===== src/rtl/score_argmax_pkg.sv =====
// Shared types for score_argmax: result record, FSM states and widths.
// SCORE_ARGMAX_MARGIN_EN adds a winner-minus-runner-up margin to each result.
package score_argmax_pkg;
   localparam int DATA_WIDTH  = 32;
   localparam int NUM_CLASSES = 10;
   localparam int IMG_NUM     = 10;
   localparam int CLASS_W     = 4;
   localparam int IMG_W       = $clog2(IMG_NUM);

   typedef enum logic [1:0] {ST_IDLE, ST_ACCUM, ST_DRAIN, ST_DONE} state_e;

   typedef struct packed {
      logic [IMG_W-1:0]      img;
      logic [CLASS_W-1:0]    cls;
      logic [DATA_WIDTH-1:0] score;
`ifdef SCORE_ARGMAX_MARGIN_EN
      logic [DATA_WIDTH-1:0] margin;
`endif
   } pred_t;

`ifdef SCORE_ARGMAX_MARGIN_EN
   // Difference is evaluated one bit wider so it cannot wrap before saturating.
   function automatic logic [DATA_WIDTH-1:0] margin_sat(input logic signed [DATA_WIDTH-1:0] win,
                                                        input logic signed [DATA_WIDTH-1:0] run);
      logic signed [DATA_WIDTH:0] diff;
      diff = $signed({win[DATA_WIDTH-1], win}) - $signed({run[DATA_WIDTH-1], run});
      return diff[DATA_WIDTH] ? '1 : diff[DATA_WIDTH-1:0];
   endfunction
`endif
endpackage


===== src/rtl/pred_fifo.sv =====
// Synchronous result FIFO of pred_t; a pop in the same cycle frees room for a push.
module pred_fifo
   import score_argmax_pkg::*;
#(
   parameter int DEPTH = 4
) (
   input  logic  clk_i,
   input  logic  rst_i,
   input  logic  push_i,
   input  pred_t data_i,
   input  logic  pop_i,
   output pred_t data_o,
   output logic  full_o,
   output logic  empty_o
);
   localparam int AW = $clog2(DEPTH);

   pred_t         mem_q [DEPTH];
   logic [AW:0]   wr_ptr_q, rd_ptr_q;
   logic          do_push, do_pop;

   assign empty_o = (wr_ptr_q == rd_ptr_q);
   assign full_o  = (wr_ptr_q[AW] != rd_ptr_q[AW]) && (wr_ptr_q[AW-1:0] == rd_ptr_q[AW-1:0]);
   assign do_pop  = pop_i & ~empty_o;
   assign do_push = push_i & (~full_o | do_pop);
   assign data_o  = mem_q[rd_ptr_q[AW-1:0]];

   always_ff @(posedge clk_i) begin
      if (rst_i) begin
         wr_ptr_q <= '0;
         rd_ptr_q <= '0;
         for (int i = 0; i < DEPTH; i++) mem_q[i] <= '0;
      end else begin
         if (do_push) begin
            mem_q[wr_ptr_q[AW-1:0]] <= data_i;
            wr_ptr_q                <= wr_ptr_q + (AW+1)'(1);
         end
         if (do_pop) rd_ptr_q <= rd_ptr_q + (AW+1)'(1);
      end
   end
endmodule


===== src/rtl/score_argmax.sv =====
// Snoops y_buf score writes, keeps a running signed argmax per image, queues results.
// SCORE_ARGMAX_MARGIN_EN adds pred_margin_o (winner minus runner-up, saturating).
module score_argmax
   import score_argmax_pkg::*;
#(
   parameter int ADDR_WIDTH = 32,
   parameter int FIFO_DEPTH = 4
) (
   input  logic                  clk_i,
   input  logic                  rst_i,
   input  logic                  y_buf_en_i,
   input  logic                  y_buf_wr_en_i,
   input  logic [ADDR_WIDTH-1:0] y_buf_addr_i,
   input  logic [DATA_WIDTH-1:0] y_buf_data_i,
   output logic                  pred_valid_o,
   input  logic                  pred_ready_i,
   output logic [IMG_W-1:0]      pred_img_o,
   output logic [CLASS_W-1:0]    pred_class_o,
   output logic [DATA_WIDTH-1:0] pred_score_o,
`ifdef SCORE_ARGMAX_MARGIN_EN
   output logic [DATA_WIDTH-1:0] pred_margin_o,
`endif
   output logic                  all_done_o,
   output logic                  overflow_o,
   output logic                  seq_err_o
);
   state_e                        state_q, state_d;
   logic [IMG_W-1:0]              img_q, img_d, eff_img;
   logic [CLASS_W-1:0]            cls_q, cls_d, eff_cls, idx_q, idx_d;
   logic signed [DATA_WIDTH-1:0]  max_q, max_d, sec_q, sec_d, score;
   logic                          seq_err_q, seq_err_d, ovf_q, ovf_d;
   logic                          beat, restart, use_beat, push, pop, full, empty;
   logic [ADDR_WIDTH-1:0]         exp_addr;
   pred_t                         push_data, head;

   assign beat     = y_buf_en_i & y_buf_wr_en_i;
   assign restart  = beat & (y_buf_addr_i == '0);
   assign score    = $signed(y_buf_data_i);
   assign exp_addr = ADDR_WIDTH'((int'(img_q) * NUM_CLASSES + int'(cls_q)) * 4);
   assign eff_img  = restart ? '0 : img_q;
   assign eff_cls  = restart ? '0 : cls_q;
   assign pop      = pred_valid_o & pred_ready_i;

   always_comb begin
      state_d   = state_q;
      img_d     = img_q;
      cls_d     = cls_q;
      max_d     = max_q;
      sec_d     = sec_q;
      idx_d     = idx_q;
      seq_err_d = seq_err_q;
      use_beat  = 1'b0;
      push      = 1'b0;
      unique case (state_q)
         ST_IDLE, ST_ACCUM: begin
            use_beat = beat;
            if (beat && !restart && (y_buf_addr_i != exp_addr)) seq_err_d = 1'b1;
         end
         ST_DRAIN, ST_DONE: begin
            use_beat = restart;
            if (beat && !restart) seq_err_d = 1'b1;
            if (state_q == ST_DRAIN && empty) state_d = ST_DONE;
         end
         default: ;
      endcase

      if (use_beat) begin
         // Strict compare: on a tie the lower class index already held wins.
         if (eff_cls == '0) begin
            max_d = score;
            idx_d = '0;
            sec_d = {1'b1, {(DATA_WIDTH-1){1'b0}}};
         end else if (score > max_q) begin
            sec_d = max_q;
            max_d = score;
            idx_d = eff_cls;
         end else if (score > sec_q) begin
            sec_d = score;
         end
         if (eff_cls == CLASS_W'(NUM_CLASSES-1)) begin
            push    = 1'b1;
            cls_d   = '0;
            img_d   = eff_img + IMG_W'(1);
            state_d = (eff_img == IMG_W'(IMG_NUM-1)) ? ST_DRAIN : ST_ACCUM;
         end else begin
            cls_d   = eff_cls + CLASS_W'(1);
            img_d   = eff_img;
            state_d = ST_ACCUM;
         end
      end
      ovf_d = ovf_q | (push & full & ~pop);
   end

   always_comb begin
      push_data        = '0;
      push_data.img    = eff_img;
      push_data.cls    = idx_d;
      push_data.score  = max_d;
`ifdef SCORE_ARGMAX_MARGIN_EN
      push_data.margin = margin_sat(max_d, sec_d);
`endif
   end

   always_ff @(posedge clk_i) begin
      if (rst_i) begin
         state_q   <= ST_IDLE;
         img_q     <= '0;
         cls_q     <= '0;
         max_q     <= '0;
         sec_q     <= '0;
         idx_q     <= '0;
         seq_err_q <= 1'b0;
         ovf_q     <= 1'b0;
      end else begin
         state_q   <= state_d;
         img_q     <= img_d;
         cls_q     <= cls_d;
         max_q     <= max_d;
         sec_q     <= sec_d;
         idx_q     <= idx_d;
         seq_err_q <= seq_err_d;
         ovf_q     <= ovf_d;
      end
   end

   pred_fifo #(.DEPTH(FIFO_DEPTH)) u_fifo (
      .clk_i   (clk_i),
      .rst_i   (rst_i),
      .push_i  (push),
      .data_i  (push_data),
      .pop_i   (pop),
      .data_o  (head),
      .full_o  (full),
      .empty_o (empty)
   );

   assign pred_valid_o  = ~empty;
   assign pred_img_o    = head.img;
   assign pred_class_o  = head.cls;
   assign pred_score_o  = head.score;
`ifdef SCORE_ARGMAX_MARGIN_EN
   assign pred_margin_o = head.margin;
`endif
   assign all_done_o    = (state_q == ST_DONE);
   assign overflow_o    = ovf_q;
   assign seq_err_o     = seq_err_q;
endmodule

===== config.mk =====
export PLATFORM = sky130hd
export DESIGN_NAME = score_argmax
export DESIGN_NICKNAME = d
export VERILOG_FILES = /design/src/rtl/score_argmax_pkg.sv /design/src/rtl/pred_fifo.sv /design/src/rtl/score_argmax.sv
export SDC_FILE = /design/constraint.sdc
export NUM_CORES = 1
export LEC_CHECK = 0
export CAP_MARGIN = 10
export CORE_UTILIZATION = 32
export DETAILED_ROUTE_END_ITERATION = 10
export PLACE_DENSITY = 0.6
export SYNTH_ARGS = -nofsm -noshare
export SYNTH_HDL_FRONTEND = slang
export SYNTH_SLANG_ARGS = --single-unit

===== constraint.sdc =====
create_clock -name clk_i -period 3.5 [get_ports clk_i]
set_input_delay 0.35 -clock clk_i [delete_from_list [all_inputs] [get_ports clk_i]]
set_output_delay 0.35 -clock clk_i [all_outputs]
set_load 0.02 [all_outputs]

# ---- After elaboration in Yosys (flattened, before gate mapping)
# Memories as Yosys holds them, arrays and structs flattened. A register that Yosys moved wholly into a read port is not among the register bits.
# Cells that the tools add are included.
dict set report totals {
  reg_bits 54
  ramBits 160
  input_bits 69
  word_cells 86
  mem_count 1
}
dict set report op_classes {
  addsub 5
  n_mul 1
  n_lt_le_gt_ge 1
  n_eq_ne 11
  n_mux 31
  bitwise_logic 12
  reduce_logical 15
}
# memory depth width read_ports rd_ports_with_merged_regs wr line_no
set memory_table {}
lappend memory_table {u_fifo.mem_q 4 40 1 1 4 pred_fifo.sv:18} ;# pred_t mem_q [DEPTH];
# operator n
set op_table {}
lappend op_table {{32-bit two-way mux} 3}
lappend op_table {{40-bit two-way mux} 1}
lappend op_table {{40-bit OR reduction} 1}
lappend op_table {{32-bit greater-than comparator} 1}
lappend op_table {{32-bit logical NOT} 1}
lappend op_table {{32-bit by 11-bit inequality test with 1-bit output} 1}
lappend op_table {{4-bit two-way mux} 7}
lappend op_table {{2-bit two-way mux} 8}
lappend op_table {{1-bit two-way mux} 10}
lappend op_table {{8-bit by 4-bit adder with 9-bit output} 1}
lappend op_table {{4-bit by 1-bit adder with 4-bit output, second input constant} 2}
lappend op_table {{4-bit equality test, second input constant} 2}
lappend op_table {{1-bit AND} 7}
lappend op_table {{4-bit by 3-bit multiplier with 7-bit output, second input constant} 1}
lappend op_table {{3-bit by 1-bit adder with 3-bit output, second input constant} 2}
lappend op_table {{2-bit equality test, second input constant} 2}
lappend op_table {{1-bit logical AND} 4}
lappend op_table {{4-bit logical NOT} 1}
lappend op_table {{2-bit inequality test, second input constant} 2}
lappend op_table {{1-bit one-hot mux with 2 select lines} 2}
lappend op_table {{2-bit AND reduction} 2}
lappend op_table {{2-bit nonzero test} 2}
lappend op_table {{2-bit OR reduction} 2}
lappend op_table {{3-bit equality test} 1}
lappend op_table {{other kinds (7)} 10}

# ---- Depth between registers and ports, before layout
dict set report logic_depth {
  word_depth 12
  ltp_mapped 12
  mapped_depth_nobuf 11
}

# ---- Modules after synthesis
# Synthesis repeated with hierarchy kept, for this count alone.
dict set report hier_totals {
  cells_unflattened 951
  area_unflattened_um2 11319.6
}
# mod instances cells_each area_each_um2 seq_area_each_um2
set modules_own_cells {}
lappend modules_own_cells {pred_fifo 1 498 7340.8 4964.8}
lappend modules_own_cells {score_argmax 1 453 3978.8 960.9}

# ---- Worst setup path before layout
# OpenSTA, ideal clock, no wires.
dict set report synth_timing {
  path_type {input to register}
  start {in y_buf_en_i}
  end {mem u_fifo.mem_q[2][0] in the netlist's numbering (enable)}
  setup_time_ps 404
  arrival_time_ps 2782
  path_slack_ps 314
  path_stages 9
  n_path_buf 2
  cell_sequence {nand2_1 nor2_1 inv_1 nor4_4 nand2b_1 buf_2 or3b_1 clkbuf_1 nand2b_1}
}
# item line_no
set synth_rtl {}
lappend synth_rtl {{from (decl)} score_argmax.sv:11} ;# input logic y_buf_en_i,
lappend synth_rtl {{to (decl)} pred_fifo.sv:18}

==> flow_summary.yaml <==
outcome:
  status: "finished, violations left"
  violations: "DRC"
logic_synthesis:
  synth_warnings: 0
  syn_area_mm2: 0.0101
  ys_ff_latch: 216
  synth-edff-count: 160
  ys_seq_area_share_pct: 58.8
  ys_types: 51
  syn-num-nets: 928
  avgSynthCellArea_um2: 12.4
  synthArstFlopShare_pct: 0
  syn_inst: 814
  ys.flop_type: "edfxtp_1"
route:
  drt_wl_total_um: 24200
  dr.pass1.iters: 7
  initialDrtViolationCount: 381
  viasPerCell: 4.82
  drc_errors: 10
  avgRoutedWirePerCell_um: 17.4
  vias: 6699
  drtAntennaViolNets: 0
clock_network:
  cts_tree: "done"
  clock_latency_ps: 510
  cts_made_buffers: 24
  cts-root-buf: "clkbuf_16"
  cts_hold_buf: 0
  clock-sinks: 216
  clockBufferDepth: 3
  clkTransAtPathRegs_ps: 60
  post_cts_buffers: 0
  cts_resized: 0
  htreeDepth: 1
worst_setup_path:
  timing.rr.start: "max_q[23]$_SDFF_PP0_"
  crit_arrival_ps: 3340
  reg2reg_to: "u_fifo.mem_q[0][25]$_SDFFCE_PN0P_"
  worstSetupPathType: "flop to flop"
  path_cells: "inv_1 > ha_1 > nand2_1 > o21ai_0 > a211oi_1 > o211ai_1 > mux2_2 > a31oi_4 > buf_12 > mux2i_1 > nor2_1"
  cp-end-kind: "flop"
  crit_start: "max_q[23]$_SDFF_PP0_"
  reg2regPathDepth: 11
  endpoint: "u_fifo.mem_q[0][25]$_SDFFCE_PN0P_"
  start_kind: "flop"
  slowest_stage: "mux2i_1"
  critical_path_required_ps: 3750
  path_max_fanout: 20
  slowest_delay_ps: 410
  r2r_slack_ps: 410
placement:
  io_buffers: 112
  hpwl_um: 16500
  dp_slack_ps: 10.7
  routabilityCongestion: 0.778
timing:
  max_clock_freq_mhz: 324
  setup_ws_ps: 412
  rsz0062_at_grt: "no"
  skew_ps: 15.1
  relSlewSlack_pct: 50.2
  period_share_pct: 88.2
  holdWs_ps: 298
  finalSetupTns_ps: 0
  hold_violations: 0
  slew_violations: 0
  tightest_slew_ps: 741
  layout_min_cycle_time_ps: 3090
  finalSetupViolCount: 0
layout:
  layout_common_cells: "nor2_1 (217), edfxtp_1 (160), clkdlybuf4s50_1 (111)"
  drive_gt1_share_pct: 16.2
  final_nets: 1091
  layout_commonest_cell: "nor2_1"
  antennaDiodeCount: 0
  regArea_mm2: 0.00593
  multiInputGateArea_mm2: 0.00380
  nFillCells: 2918
  areaGrowthSynthToFinish_pct: 27.5
grt:
  grt_pass1_wl_um: 38600
  grt_pass1_vias: 6952
  grt_max_degree: 41
  antenna_found_initial: 0
  grt_use_total_pct: 15.3
  overflow: 0
floorplanning:
  dieArea_mm2: 0.0322
  die_h_um: 179
  start_util_pct: 32.8
  coreArea_mm2: 0.0307
  die_w_um: 179
  rows: 64
  io_pins: 113
hold_path:
  min_from: "rst_i"
  min_path_type: "input pin to flop"
run:
  max_cap_violations: 0
power_and_ir_drop:
  power_density_mw_per_mm2: 453
  peakVddDrop_mv: 0.304
  p_leak_uw: 0.00457
[worst min path at each step]
stage	endpoint	slack (ps)	cells past startpoint
after global placement	seq_err_o$_SDFFE_PP0P_	460	2
after floorplan	flop	480	2
after global routing	max_q[19]$_SDFF_PP0_	320	2
after CTS	u_fifo.wr_ptr_q[1]$_SDFFE_PP0P_	300	2
after detailed placement	seq_err_o$_SDFFE_PP0P_	470	2
final	u_fifo.wr_ptr_q[1]$_SDFFE_PP0P_	300	2
[where the power goes]
| part | internal [uW] | leakage, uW | total (uW) | switching [uW] |
|---|---|---|---|---|
| Clock | 1450 | 0.000368 | 2440 | 990 |
| Combinational | 254 | 0.00210 | 526 | 272 |
| Sequential | 2830 | 0.00210 | 2850 | 27.7 |
| Total | 4530 | 0.00457 | 5820 | 1290 |
[through the flow]
stage	cell area [um^2]	std cells	utilization, %	power [uW]
2_1_floorplan	10100	814	-	3160
3_3_place_gp	12100	1347	39.3	3430
3_5_place_dp	12100	1347	39.3	3440
4_1_cts	12800	1391	41.8	5870
5_1_grt	12800	1391	41.8	6020
6_report	12800	1391	41.8	5820
[state kept, by name, indices dropped and copies added, names as in the netlist, named ones only]
register / cells
cls_q: 4
idx_q: 4
img_q: 4
max_q: 32
overflow_o: 1
seq_err_o: 1
state_q: 2
u_fifo.mem_q: 160
u_fifo.rd_ptr_q: 3
u_fifo.wr_ptr_q: 3
[cells by family after synthesis]
kind of cell	after synthesis	share of synthesized area, %
simple gates	311	13.5
compound gates	54	3.69
buf+inv	89	3.64
flops	216	58.8
fa+ha+maj	45	5.74
xor+xnor	22	1.91
mux	77	12.7
[metal layers]
layer,global-route usage (%),routed length (um),vias up
met4,4.17,500,0
met3,1.74,949,31
met1,20.0,10800,3273
met2,26.8,11900,156
li1,-,-,3239
met5,0,0,-
[synthesized netlist by cell type, drive strengths merged, types with 2 or more instances]
cell | n | area (um^2)
fa | 2 | 40.0
a21oi | 21 | 105
o21ai | 10 | 50.1
nand4 | 9 | 56.3
nor2b | 4 | 25.0
mux2i | 34 | 340
nand2 | 26 | 97.6
or4 | 2 | 15.0
nor2 | 217 | 815
nor4 | 12 | 105
xnor2 | 14 | 123
nor3b | 5 | 42.5
nor3 | 12 | 65.1
a21o | 4 | 30.0
dfxtp | 56 | 1120
xor2 | 8 | 70.1
a211oi | 5 | 42.5
a2bb2oi | 4 | 60.1
edfxtp | 160 | 4800
clkbuf | 26 | 97.6
buf | 16 | 92.6
mux2 | 3 | 33.8
ha | 43 | 538
mux4 | 40 | 901
nand3 | 12 | 60.1
inv | 47 | 176
nand2b | 5 | 31.3
[critical path: cells and delay by family (launching register included)]
family | cells | cell delay, ps
adder cells (fa/ha/maj) | 1 | 300
flip-flops | 1 | 330
AND/OR/NAND/NOR | 2 | 160
multiplexers | 2 | 810
AO/OA/AOI/OAI | 4 | 950
buffers and inverters | 2 | 270
[cell type report]
cell class | instances | area share [%]
Sequential cell | 216 | 46.1
Multi-Input combinational cell | 509 | 29.6
Timing Repair Buffer | 179 | 13.1
Clock buffer | 30 | 5.02
Tap cell | 396 | 3.86
Inverter | 47 | 1.37
Clock inverter | 14 | 0.916
(Power assumes the default switching activity.)
